$ cat config.mk
export PLATFORM = sky130hd
export DESIGN_NAME = emulib_dmamodel_axi_responder
export DESIGN_NICKNAME = d
export VERILOG_FILES = /design/src/rtl/emulib_dmamodel_axi_responder.sv
export SDC_FILE = /design/constraint.sdc
export NUM_CORES = 1
export LEC_CHECK = 0
export CORE_AREA = 5 5 156 158
export DETAILED_ROUTE_END_ITERATION = 8
export DIE_AREA = 0 0 161 163
export GPL_ROUTABILITY_DRIVEN = 0
export GPL_TIMING_DRIVEN = 0
export PLACE_DENSITY = 0.73
export REMOVE_ABC_BUFFERS = 1
export SLEW_MARGIN = 5
export SYNTH_ARGS = -nofsm -noshare
export SYNTH_HDL_FRONTEND = slang
export SYNTH_SLANG_ARGS = --single-unit
$ cat constraint.sdc
create_clock -name clk -period 20.9 [get_ports clk]
set_input_delay 4.18 -clock clk [delete_from_list [all_inputs] [get_ports clk]]
set_output_delay 4.18 -clock clk [all_outputs]
set_load 0.02 [all_outputs]
$ cat src/rtl/emulib_dmamodel_axi_responder.sv
// AXI4 slave that turns each burst beat into a single-word access on a
// synchronous SRAM-style port; one burst in flight, round-robin AW/AR grant.
module emulib_dmamodel_axi_responder #(
    parameter int unsigned ADDR_WIDTH = 32,
    parameter int unsigned DATA_WIDTH = 64,
    parameter int unsigned ID_WIDTH   = 4,
    parameter int unsigned MEM_AW     = 16
) (
    input  logic                    clk,
    input  logic                    rst,
    input  logic                    s_axi_awvalid,
    output logic                    s_axi_awready,
    input  logic [ID_WIDTH-1:0]     s_axi_awid,
    input  logic [ADDR_WIDTH-1:0]   s_axi_awaddr,
    input  logic [7:0]              s_axi_awlen,
    input  logic [2:0]              s_axi_awsize,
    input  logic [1:0]              s_axi_awburst,
    input  logic                    s_axi_wvalid,
    output logic                    s_axi_wready,
    input  logic [DATA_WIDTH-1:0]   s_axi_wdata,
    input  logic [DATA_WIDTH/8-1:0] s_axi_wstrb,
    input  logic                    s_axi_wlast,
    output logic                    s_axi_bvalid,
    input  logic                    s_axi_bready,
    output logic [ID_WIDTH-1:0]     s_axi_bid,
    output logic [1:0]              s_axi_bresp,
    input  logic                    s_axi_arvalid,
    output logic                    s_axi_arready,
    input  logic [ID_WIDTH-1:0]     s_axi_arid,
    input  logic [ADDR_WIDTH-1:0]   s_axi_araddr,
    input  logic [7:0]              s_axi_arlen,
    input  logic [2:0]              s_axi_arsize,
    input  logic [1:0]              s_axi_arburst,
    output logic                    s_axi_rvalid,
    input  logic                    s_axi_rready,
    output logic [ID_WIDTH-1:0]     s_axi_rid,
    output logic [DATA_WIDTH-1:0]   s_axi_rdata,
    output logic [1:0]              s_axi_rresp,
    output logic                    s_axi_rlast,
    output logic                    mem_en,
    output logic [DATA_WIDTH/8-1:0] mem_wstrb,
    output logic [MEM_AW-1:0]       mem_addr,
    output logic [DATA_WIDTH-1:0]   mem_wdata,
    input  logic [DATA_WIDTH-1:0]   mem_rdata
);

    localparam int unsigned SW = DATA_WIDTH / 8;
    localparam int unsigned LB = $clog2(SW);

    typedef enum logic [2:0] {IDLE, WDATA, WRESP, RADDR, RDATA} state_t;

    state_t                  state_q, state_d;
    logic [ID_WIDTH-1:0]     id_q;
    logic [ADDR_WIDTH-1:0]   addr_q, addr_nxt, step, wrap_mask;
    logic [7:0]              len_q, g_len;
    logic [2:0]              size_q, g_size;
    logic [1:0]              burst_q, g_burst;
    logic [8:0]              beat_q;
    logic                    err_q, rr_last_rd, rd_first;
    logic [DATA_WIDTH-1:0]   rdata_q;
    logic                    grant_w, grant_r, grant_err, w_hs, r_hs;
    logic                    beat_ok, last_beat;

    assign beat_ok   = beat_q <= {1'b0, len_q};
    assign last_beat = beat_q == {1'b0, len_q};

    assign g_len   = grant_w ? s_axi_awlen   : s_axi_arlen;
    assign g_size  = grant_w ? s_axi_awsize  : s_axi_arsize;
    assign g_burst = grant_w ? s_axi_awburst : s_axi_arburst;
    assign grant_err = (g_size > 3'(LB)) || (g_burst == 2'b11) ||
                       ((g_burst == 2'b10) && !(g_len inside {8'd1, 8'd3, 8'd7, 8'd15}));

    // Next beat address: FIXED holds, WRAP folds inside the aligned container, else INCR
    always_comb begin
        step      = ADDR_WIDTH'(1) << size_q;
        wrap_mask = ((ADDR_WIDTH'(len_q) + ADDR_WIDTH'(1)) << size_q) - ADDR_WIDTH'(1);
        case (burst_q)
            2'b00:   addr_nxt = addr_q;
            2'b10:   addr_nxt = (addr_q & ~wrap_mask) | ((addr_q + step) & wrap_mask);
            default: addr_nxt = addr_q + step;
        endcase
    end

    always_ff @(posedge clk or posedge rst) begin
        if (rst) state_q <= IDLE;
        else     state_q <= state_d;
    end

    always_comb begin
        state_d       = state_q;
        s_axi_awready = 1'b0;
        s_axi_arready = 1'b0;
        s_axi_wready  = 1'b0;
        s_axi_bvalid  = 1'b0;
        s_axi_rvalid  = 1'b0;
        mem_en        = 1'b0;
        mem_wstrb     = '0;
        mem_wdata     = '0;
        grant_w       = 1'b0;
        grant_r       = 1'b0;
        w_hs          = 1'b0;
        r_hs          = 1'b0;
        case (state_q)
            IDLE: begin
                if (!rst) begin
                    grant_w = s_axi_awvalid && (!s_axi_arvalid || rr_last_rd);
                    grant_r = s_axi_arvalid && !grant_w;
                end
                s_axi_awready = grant_w;
                s_axi_arready = grant_r;
                if (grant_w)      state_d = WDATA;
                else if (grant_r) state_d = RADDR;
            end
            WDATA: begin
                s_axi_wready = 1'b1;
                if (s_axi_wvalid) begin
                    w_hs = 1'b1;
                    if (beat_ok && !err_q) begin
                        mem_en    = 1'b1;
                        mem_wstrb = s_axi_wstrb;
                        mem_wdata = s_axi_wdata;
                    end
                    if (s_axi_wlast) state_d = WRESP;
                end
            end
            WRESP: begin
                s_axi_bvalid = 1'b1;
                if (s_axi_bready) state_d = IDLE;
            end
            RADDR: begin
                mem_en  = !err_q;
                state_d = RDATA;
            end
            RDATA: begin
                s_axi_rvalid = 1'b1;
                if (s_axi_rready) begin
                    r_hs    = 1'b1;
                    state_d = last_beat ? IDLE : RADDR;
                end
            end
            default: state_d = IDLE;
        endcase
    end

    always_ff @(posedge clk or posedge rst) begin
        if (rst) begin
            id_q       <= '0;
            addr_q     <= '0;
            len_q      <= '0;
            size_q     <= '0;
            burst_q    <= '0;
            beat_q     <= '0;
            err_q      <= 1'b0;
            rr_last_rd <= 1'b1;
            rd_first   <= 1'b0;
            rdata_q    <= '0;
        end else begin
            if (grant_w || grant_r) begin
                id_q       <= grant_w ? s_axi_awid : s_axi_arid;
                addr_q     <= grant_w ? s_axi_awaddr : s_axi_araddr;
                len_q      <= g_len;
                size_q     <= g_size;
                burst_q    <= g_burst;
                beat_q     <= '0;
                err_q      <= grant_err;
                rr_last_rd <= grant_r;
            end
            // Beat counter saturates at len+1 so overrun beats stay flagged
            if (w_hs) begin
                if (beat_ok) beat_q <= beat_q + 9'd1;
                addr_q <= addr_nxt;
                if (!beat_ok || (s_axi_wlast && !last_beat)) err_q <= 1'b1;
            end
            if (r_hs && !last_beat) begin
                beat_q <= beat_q + 9'd1;
                addr_q <= addr_nxt;
            end
            // First RDATA cycle passes the SRAM output through, then holds a copy
            if (state_q == RADDR) begin
                rd_first <= 1'b1;
            end else if (rd_first) begin
                rd_first <= 1'b0;
                rdata_q  <= err_q ? '0 : mem_rdata;
            end
        end
    end

    assign s_axi_bid   = id_q;
    assign s_axi_bresp = err_q ? 2'b10 : 2'b00;
    assign s_axi_rid   = id_q;
    assign s_axi_rresp = err_q ? 2'b10 : 2'b00;
    assign s_axi_rlast = (state_q == RDATA) && last_beat;
    assign s_axi_rdata = rd_first ? (err_q ? '0 : mem_rdata) : rdata_q;
    assign mem_addr    = addr_q[LB +: MEM_AW];

endmodule

# --- Word-level counts from Yosys, hierarchy flattened ---
# Cells that the tools add are included.
op_classes:
  add_sub_neg: 4
  n_lt_le_gt_ge: 2
  eq_ne: 17
  shift: 2
  mux: 50
  bitwise: 4
  n_reduce_logical: 23
ops:
  columns: ["cell", "n"]
  rows:
  - ["two-way mux 64 bit", 5]
  - ["two-way mux 32 bit", 4]
  - ["AND 32 bit", 2]
  - ["case mux 32 bit (2 select lines)", 1]
  - ["two-way mux 9 bit", 4]
  - ["adder 32 bit", 1]
  - ["two-way mux 8 bit", 4]
  - ["inverter 32 bit", 1]
  - ["OR 32 bit", 1]
  - ["<< shifter 1 x 3 -> 32 bit, first input constant", 1]
  - ["<< shifter 9 x 3 -> 32 bit", 1]
  - ["subtractor 32 x 1 -> 32 bit, second input constant", 1]
  - ["two-way mux 3 bit", 7]
  - ["two-way mux 1 bit", 19]
  - ["case mux 3 bit (5 select lines)", 1]
  - ["adder 8 x 1 -> 9 bit, second input constant", 1]
  - ["adder 9 x 1 -> 9 bit, second input constant", 1]
  - ["== test 9 x 8 -> 1 bit", 1]
  - ["less-or-equal comparator 9 x 8 -> 1 bit", 1]
  - ["== test 8 x 1 -> 1 bit, second input constant", 1]
  - ["== test 8 x 2 -> 1 bit, second input constant", 1]
  - ["== test 8 x 3 -> 1 bit, second input constant", 1]
  - ["== test 8 x 4 -> 1 bit, second input constant", 1]
  - ["inequality test 2 bit, second input constant", 4]
  - ["17 further kinds", 37]
totals:
  regBits: 128

# --- Longest topological paths before layout ---
# Gate-level depths: netlist (run 1).
depth:
  word_depth: 15
  depth_mapped: 17
  mapped_depth_nobuf: 16

# --- Least setup slack after synthesis (run 1) ---
# OpenSTA, ideal clock, no wires.
synth_timing:
  kind: "input port to output port"
  startpoint: "input port rst"
  endpoint: "output port s_axi_arready"
  arrival_ns: 8.353
  t_required_ns: 16.720
  slack_ns: 8.367
  cell_stages: 5
  path_cell_list: "inv_1 nand4_1 inv_1 clkbuf_1 buf_1"
synth_via:
  elab_chain_len: 3
synth_rtl:
  columns: ["element", "line", "text"]
  rows:
  - ["from (decl)", "10", "input logic rst,"]
  - ["two-way mux 1 bit", "105", "if (!rst) begin"]
  - ["two-way mux 1 bit (2 in a row)", "103", "case (state_q)"]
  - ["to (decl)", "28", "output logic s_axi_arready,"]
# Every way passes these cells. The select of a mux whose other input is x is not followed.

# --- Worst setup path in the final report (run 1) ---
# Ends and elaborated chain as after synthesis.

==> metrics.yaml, run 1 <==
synthMuxAreaShare: 0.108
skew_ns: 0.0144
yosysWarnings: 0
rsz0062_at_grt: "no"
synth_top_family_by_area: "simple AND/OR/NAND/NOR gates"
switchingPower_mw: 0.782
cts_max_path_buffers: 2
hp-class: "register to register"
grt_max_degree: 67
synth_seq_cells: 115
start_kind: "input pin"
slowest_stage: "inv_1"
post-cts-setup-buffers: 0
synth_edf_count: 0
port_buffers: 384
core_um2: 23000
overflow: 0
wl_um: 30600
cts_sinks: 115
initialDrtViolationCount: 509
area_growth_pct: 53.8
drv_cap: 0
synth_cell_types: 81
yosys-top-cells-area: "dfrtp_1 34%, mux2_2 8.6%, nand2_1 6.4%"
vias: 8673
layout_setup_ws_ns: 8.84
drc: 0
internal_power_mw: 0.941
max_freq_mhz: 82.9
io_pins: 413
clk_latency_ns: 0.43
cp.buffers_inverters: 5
cts_resized: 0
vdd_drop_max_v: 0.0000670
swShare: 0.454
dp_slack_ns: 8.77
yosysMostFrequentCell: "nand2_1"
cts_tree: "built"
place_hpwl_um: 24200
first_global_vias: 8138
wl_per_cell_um: 18.3
async_reset_ff_frac: 1.00
num_rows: 56
path_clk_slew_ns: 0.06
critPathCaptureType: "primary output"
cts_buffers: 17
cts-root-buf: "clkbuf_16"
die_y_um: 163
yosys.area_share.simple: 0.230
grt_pass1_wl_um: 46500
syn_area_per_cell_um2: 8.14
path_class: "input pin to primary output"
synth_area_leader_cell: "dfrtp_1"
worstPathCellList: "clkdlybuf4s50_1, inv_6, nand4_1, buf_8, inv_1, clkdlybuf4s50_1"
netlist_area_um2: 8470
via_per_inst: 5.18
fin_nets: 1631
path_common_cell: "clkdlybuf4s50_1"
cts_hold_buffers: 0
finalHoldViolations: 0
antenna_found_initial: 4
synthTopCellsByCount: "144 x nand2_1, 114 x dfrtp_1, 93 x inv_1"
ys_seq_area_frac: 0.340
critical_path.max_stage_delay_ns: 0.80
finalSetupViolCount: 0
powerDensity_nw_per_um2: 132
finalCritPeriodShare: 0.577
ant_nets: 0
first_pass_iters: 5
tns_ns: 0
worst_pin_slew_ns: 1.11
report.final.slew_viol_count: 0
final_util: 0.567
synth_fa_ha_area_frac: 0.0304
clock_power_share: 0.162
die_area_um2: 26200
synth_compound_area_frac: 0.180
critPathTopFamily: "buffers and inverters"
die_w_um: 161
period_needed_ns: 12.06
power.leakage_nw: 5.46
syn_inst: 1040
outcome: "finished, final reports clean"
crit_required_ns: 16.72
synth-main-ff-cell: "dfrtp_1"
yosys.area_share.xor_xnor: 0.0185
final_layout_size_suffix_gt1_frac: 0.0948
cp.arrival_ns: 7.88
netlist.area_leader.share: 0.337
grt_usage: 0.223
start_util: 0.369
ctsHtreeMaxLevel: 4
max_slew_margin: 0.260
reg2reg_slack_ns: 16.70
path_max_fanout: 53
comb_power_share: 0.592
p_seq_frac: 0.245
[path summary, 6_finish.rpt]
kind,startpoint,cells past startpoint,to
setup / recovery,rst,6,s_axi_arready
hold / removal,rr_last_rd,2,rr_last_rd
hold reg to reg,rr_last_rd,2,rr_last_rd
setup reg to reg,size_q[1],16,addr_q[16]
max in group asynchronous,rst,3,rdata_q[43]
min in group asynchronous,rst,2,state_q[1]
[cells by family after synthesis]
| family | count (synthesis) |
|---|---|
| adder cells (fa/ha/maj) | 20 |
| multiplexers | 81 |
| other | 1 |
| buffers and inverters | 179 |
| AND/OR/NAND/NOR | 390 |
| flip-flops | 115 |
| XOR/XNOR | 17 |
| AO/OA/AOI/OAI | 237 |
[cell usage in the layout (no fill, tap or decap), types with 5 or more instances in the layout]
cell type / instances
nand4_1: 15
o22ai_1: 8
o21a_1: 7
and3_1: 9
nor2b_1: 8
nand2_1: 144
nand4b_1: 6
clkdlybuf4s50_1: 384
dfrtp_1: 113
nand2b_1: 12
and2_1: 77
a221oi_1: 6
mux2_2: 65
ha_1: 19
xnor2_1: 12
inv_1: 92
clkbuf_16: 17
a21o_1: 9
mux2i_1: 12
a211oi_1: 12
a21oi_1: 32
a31oi_1: 18
nor2_1: 62
nand3_1: 20
o21ai_0: 87
o31ai_1: 5
a22oi_1: 7
nor3_1: 10
inv_6: 8
o211ai_1: 7
[registers in the layout (all words and copies together) (netlist names)]
| name | flops |
|---|---|
| addr_q | 19 |
| burst_q | 2 |
| len_q | 8 |
| state_q | 3 |
| err_q | 1 |
| size_q | 3 |
| rr_last_rd | 1 |
| rdata_q | 64 |
| s_axi_bid | 4 |
| beat_q | 9 |
| rd_first | 1 |
[stage by stage]
step                      power (mW)  instances  cell area, um2  hold WS, ns
after global placement          1.41       1631           12300        0.453
final                           1.72       1675           13000        0.463
after floorplan                 1.03        957            8050        0.444
after global routing            1.84       1675           13000        0.485
after detailed placement        1.44       1640           12500        0.457
after CTS                       1.73       1672           13000        0.467
[layout make-up]
cell class / count / area (um2)
Clock buffer: 17 / 425
Tap cell: 290 / 363
Fill cell: 2087 / 9960
Inverter: 95 / 362
Sequential cell: 115 / 2880
Timing Repair Buffer: 393 / 4020
Multi-Input combinational cell: 747 / 4840
Antenna cell: 3 / 7.51
Clock inverter: 15 / 134
[power groups by stage]
stage | logic [mW] | clock network [mW] | registers [mW]
5_1_grt | 1.11 | 0.296 | 0.439
6_report | 1.02 | 0.279 | 0.423
4_1_cts | 1.03 | 0.287 | 0.421
3_5_place_dp | 1.02 | 0 | 0.425
3_3_place_gp | 0.986 | 0 | 0.425
2_1_floorplan | 0.605 | 0 | 0.426
[worst register-to-register path, cell delays in order (launching register included)]
cell and delay [ns]:
dfrtp_1 0.63, nor2_1 0.28, inv_1 0.12, nor2_1 0.17, ha_1 0.24, inv_1 0.07, fa_1 0.39, nor2b_1 0.19
o21a_1 0.15, o21ai_0 0.12, a21o_1 0.22, a21oi_1 0.50, and4_1 0.40, a211oi_1 0.11, o21ai_0 0.19, o211ai_1 0.12
a41o_1 0.22
[routing by layer]
layer	part of all wire	track usage
met5	0.00065	0
met4	0.018	0.0686
met3	0.060	0.0494
met2	0.50	0.378
met1	0.42	0.285
Power figures use the tool's default switching activity.
==> run 2, diff against run 1 <==
Settings changed: CORE_AREA 5 5 156 158 to unset, CORE_MARGIN set to 5, CORE_UTILIZATION set to 38, DIE_AREA 0 0 161 163 to unset, PLACE_DENSITY 0.73 to 0.77.
Clock period 20.9 ns to 10.3 ns, I/O delays scaled along.
==> metrics.yaml, run 2 (synthesis gave the netlist of run 1 again) <==
outcome: "finished, final reports clean"
num_rows: 54  # -3.6%
cts_buffers: 17  # unchanged
worstPathCellList: "clkdlybuf4s50_1, inv_6, buf_16, nand4_1, inv_1, clkdlybuf4s50_1"
tns_ns: 0  # unchanged
largest_reg_flops: 64  # unchanged
cts_hold_buffers: 0  # unchanged
ctsHtreeMaxLevel: 4  # unchanged
antenna_found_initial: 3  # -1
reg.largest.list: "rdata_q x64, addr_q x19, beat_q x9"
first_global_vias: 8313  # +2.2%
post-cts-setup-buffers: 0  # unchanged
timing.hold.ws_ns: 0.469  # +0.00546 ns
path_common_cell: "clkdlybuf4s50_1"
overflow: 0  # unchanged
core_um2: 21900  # -4.7%
path_clk_slew_ns: 0.05  # about the same
skew_ns: 0.0116  # -0.00284 ns
start_util: 0.387  # +0.0184
finalSetupViolCount: 0  # unchanged
dp_slack_ns: 2.23  # -6.54 ns
fin_nets: 1630  # -0.061%
layout_commonest_cell: "clkdlybuf4s50_1"
regMostFlops: "rdata_q"
initialDrtViolationCount: 671  # +32%
r2r_start: "size_q[2]"
area_growth_pct: 53.5
report.final.slew_viol_count: 0  # unchanged
vdd_drop_max_v: 0.000159  # +140%
cp.buffers_inverters: 5  # unchanged
grt_usage: 0.237  # +0.0140
port_buffers: 384  # unchanged
slowest_stage: "inv_1"
vias: 8766  # +1.1%
final_layout_size_suffix_gt1_frac: 0.0941  # -0.000655
hp-class: "register to register"
path_class: "input pin to primary output"
finalCritPeriodShare: 0.777
cts_sinks: 115  # unchanged
cp.arrival_ns: 5.94  # -1.94 ns
layout_setup_ws_ns: 2.30  # -6.55 ns
place_hpwl_um: 24200  # +0.11%
cts_tree: "built"
period_needed_ns: 8.00
clk_latency_ns: 0.43  # about the same
fin_area_um2: 13000  # -0.16%
finalHoldViolations: 0  # unchanged
die_y_um: 159  # -2.3%
worst_pin_slew_ns: 1.06  # -0.0496 ns
cts_max_path_buffers: 2  # unchanged
max_freq_mhz: 125
max_slew_margin: 0.292  # +0.0323
power.leakage_nw: 5.45  # -0.16%
die_area_um2: 25400  # -3.3%
fillers: 1910  # -8.5%
io_pins: 413  # unchanged
via_per_inst: 5.27  # +1.8%
wl_per_cell_um: 18.8  # +2.9%
powerDensity_nw_per_um2: 269  # +100%
die_w_um: 159  # -1.1%
critPathCaptureType: "primary output"
critPathTopFamily: "buffers and inverters"
path_max_fanout: 94  # +77%
cts-root-buf: "clkbuf_16"
ant_nets: 0  # unchanged
first_pass_iters: 5  # unchanged
start_kind: "input pin"
placed_area_um2: 12400  # -0.10%
worstHoldStart: "rr_last_rd"
grt_pass1_wl_um: 48600  # +4.7%
critical_path.max_stage_delay_ns: 1.10  # +0.30 ns
grt_max_degree: 95  # +42%
wl_um: 31300  # +2.2%
cts_resized: 0  # unchanged
drc: 0  # unchanged
crit_required_ns: 8.24  # -8.48 ns
crit_start: "rst"
mostFrequentLayoutCells: "384 x clkdlybuf4s50_1, 144 x nand2_1, 113 x dfrtp_1"
drv_cap: 0  # unchanged
rsz0062_at_grt: "no"
[run 2: cell count changes in the layout (fill, tap and decap cells not counted)]
cell,previous run,this run
inv_8,4,0
buf_12,3,1
buf_16,2,4
inv_6,8,10
buf_8,3,2
clkbuf_8,0,1
clkinvlp_4,0,1
diode_2,3,2
[run 2: per-layer routing]
metal	GRT usage	wire length, um	up-vias	share of wire
li1	-	-	4221	-
met1	0.301	13300	4153	0.42
met2	0.409	15500	343	0.50
met3	0.0536	1940	47	0.062
met4	0.0574	545	2	0.017
met5	0	20	-	0.00064
[run 2: cell type report]
| type | count | area, um2 | area share |
|---|---|---|---|
| Timing Repair Buffer | 392 | 4020 | 0.309 |
| Clock buffer | 18 | 439 | 0.0338 |
| Clock inverter | 14 | 114 | 0.00876 |
| Inverter | 95 | 362 | 0.0278 |
| Multi-Input combinational cell | 747 | 4840 | 0.372 |
| Antenna cell | 2 | 5.00 | 0.000385 |
| Tap cell | 280 | 350 | 0.0269 |
| Sequential cell | 115 | 2880 | 0.222 |
[run 2: path summary, 6_finish.rpt]
check / end / slack, ns / cells past startpoint
max: s_axi_arready / 2.30 / 6
min: rr_last_rd / 0.47 / 2
max reg2reg: addr_q[16] / 6.22 / 16
min reg2reg: rr_last_rd / 0.47 / 2
max in group asynchronous: rd_first / 7.54 / 3
min in group asynchronous: rdata_q[10] / 2.01 / 2
[run 2: power breakdown]
part	internal, mW	switching (mW)	total (mW)
clock	0.320	0.245	0.565
combinational	0.952	1.13	2.08
sequential	0.639	0.215	0.854
[run 2: metrics by stage]
stage	power, mW	utilization	cells
global route	3.74	0.594	1663
global placement	2.85	0.559	1621
finish	3.50	0.594	1663
detailed placement	2.93	0.568	1629
floorplan	2.09	-	957
CTS	3.51	0.594	1661
[run 2: worst min-delay path, cell delays in order (launching register included)]
cell	delay (ns)
dfstp_2	0.37
nand2_1	0.05
nand2_1	0.04
==> run 3, diff against run 2 <==
Clock period 10.3 ns to 6.7 ns, I/O delays scaled along.
==> metrics.yaml, run 3 (synthesis gave the netlist of run 1 again) <==
outcome: "finished, final reports clean"
path_class: "input pin to primary output"
grt_usage: 0.237  # unchanged
hp-class: "register to register"
wl_per_cell_um: 18.8  # about the same
worst_pin_slew_ns: 1.06  # -0.00533 ns
place_hpwl_um: 24200  # unchanged
power.leakage_nw: 5.44  # -0.17%
r2r_cells: 16  # unchanged
largest_reg_flops: 64  # unchanged
path_common_cell: "clkdlybuf4s50_1"
max_slew_margin: 0.297  # +0.00433
vdd_drop_max_v: 0.000244  # +54%
first_pass_iters: 6  # +1
min_to: "rr_last_rd"
num_rows: 54  # unchanged
regToRegEndpoint: "addr_q[16]"
ant_nets: 0  # unchanged
grt.met3_usage: 0.0536  # unchanged
multi_input_area_um2: 4840  # unchanged
path_max_fanout: 94  # unchanged
initialDrtViolationCount: 669  # -0.30%
die_area_um2: 25400  # unchanged
die_w_um: 159  # unchanged
max_freq_mhz: 159
r2r_start: "size_q[1]"
period_needed_ns: 6.28
holdPathStages: 2  # unchanged
start_util: 0.387  # unchanged
core_um2: 21900  # unchanged
first_global_vias: 8313  # unchanged
gr-max-usage-layer: "met2"
worstPathCellList: "clkdlybuf4s50_1, inv_6, buf_16, nand4_1, clkinvlp_4, clkdlybuf4s50_1"
cts_sinks: 115  # unchanged
cts_tree: "built"
reg2reg_slack_ns: 2.62  # -3.60 ns
mostFrequentLayoutCells: "384 x clkdlybuf4s50_1, 144 x nand2_1, 113 x dfrtp_1"
cts_buffers: 17  # unchanged
port_buffers: 384  # unchanged
vias: 8778  # +0.14%
start_kind: "input pin"
cp.arrival_ns: 4.94  # -1.00 ns
wl_um: 31300  # about the same
antenna_found_initial: 3  # unchanged
final_util: 0.594  # about the same
fillers: 1909  # -0.052%
finalCritPeriodShare: 0.938
finalSetupViolCount: 0  # unchanged
clk_latency_ns: 0.43  # about the same
timing.hold.ws_ns: 0.469  # unchanged
slowest_stage: "clkinvlp_4"
grt_pass1_wl_um: 48600  # unchanged
die_y_um: 159  # unchanged
skew_ns: 0.0116  # -0.00000120 ns
met2_usage: 0.409  # unchanged
fin_nets: 1630  # unchanged
crit_required_ns: 5.36  # -2.88 ns
path_clk_slew_ns: 0.05  # about the same
rsz0062_at_grt: "no"
area_growth_pct: 53.6  # about the same
drc: 0  # unchanged
ctsHtreeMaxLevel: 4  # unchanged
use_met1: 0.301  # unchanged
worstHoldStart: "rr_last_rd"
powerDensity_nw_per_um2: 414  # +54%
critPathCaptureType: "primary output"
grt_max_degree: 95  # unchanged
layout_commonest_cell: "clkdlybuf4s50_1"
io_pins: 413  # unchanged
report.final.slew_viol_count: 0  # unchanged
placed_area_um2: 12400  # unchanged
cts-root-buf: "clkbuf_16"
post-cts-setup-buffers: 0  # unchanged
seqCellArea_um2: 2880  # unchanged
critical_path.max_stage_delay_ns: 0.84  # -0.26 ns
drv_cap: 0  # unchanged
finalHoldViolations: 0  # unchanged
final_layout_size_suffix_gt1_frac: 0.0949  # +0.000724
reg.largest.list: "rdata_q x64, addr_q x19, beat_q x9"
regMostFlops: "rdata_q"
cts_max_path_buffers: 2  # unchanged
fin_area_um2: 13000  # about the same
via_per_inst: 5.28  # +0.14%
overflow: 0  # unchanged
## run 3: per-layer routing
| layer | wire (um) | part of all wire |
|---|---|---|
| met2 | 15500 | 0.50 |
| met3 | 1980 | 0.063 |
| met5 | 20 | 0.00064 |
| met4 | 546 | 0.017 |
| met1 | 13300 | 0.42 |
## run 3: area by class of cell
cell class | count | share of cell area
Clock inverter | 14 | 0.00875
Sequential cell | 115 | 0.221
Tap cell | 280 | 0.0269
Inverter | 95 | 0.0281
Clock buffer | 18 | 0.0338
Antenna cell | 2 | 0.000385
Multi-Input combinational cell | 747 | 0.372
Timing Repair Buffer | 392 | 0.309
## run 3: critical path: cells and delay by family
kind,cells,cell delay [ns]
AND/OR/NAND/NOR,1,0.83
buffers and inverters,5,2.75
## run 3: worst max path at each step
stage               start            end  slack [ns]  cells after the start
floorplan             rst  s_axi_arready       -0.86                      3
global placement      rst  s_axi_arready       -4.71                      5
detailed placement    rst  s_axi_arready        0.07                      6
CTS                   rst  s_axi_arready        0.06                      6
global route          rst  s_axi_arready        0.08                      6
finish                rst  s_axi_arready        0.42                      6
## run 3: power by group
| part | switching, mW | total, mW | internal (mW) |
|---|---|---|---|
| sequential | 0.331 | 1.31 | 0.983 |
| clock | 0.376 | 0.868 | 0.492 |
| combinational | 1.73 | 3.20 | 1.46 |
| total | 2.44 | 5.38 | 2.94 |
## run 3: stage by stage
step                      setup slack, ns  power (mW)  setup TNS [ns]  std cells
after floorplan                    -0.862        3.21           -5.24        957
after global placement              -4.71        4.39         -223.17       1621
after detailed placement           0.0675        4.50               0       1629
after CTS                          0.0578        5.40               0       1661
after global routing               0.0803        5.75               0       1663
final                               0.417        5.38               0       1663
## run 3: repair_timing
action,in CTS,in global routing
hold buffers,0,0
setup endpoints to repair,0,1
gates resized for setup,0,1
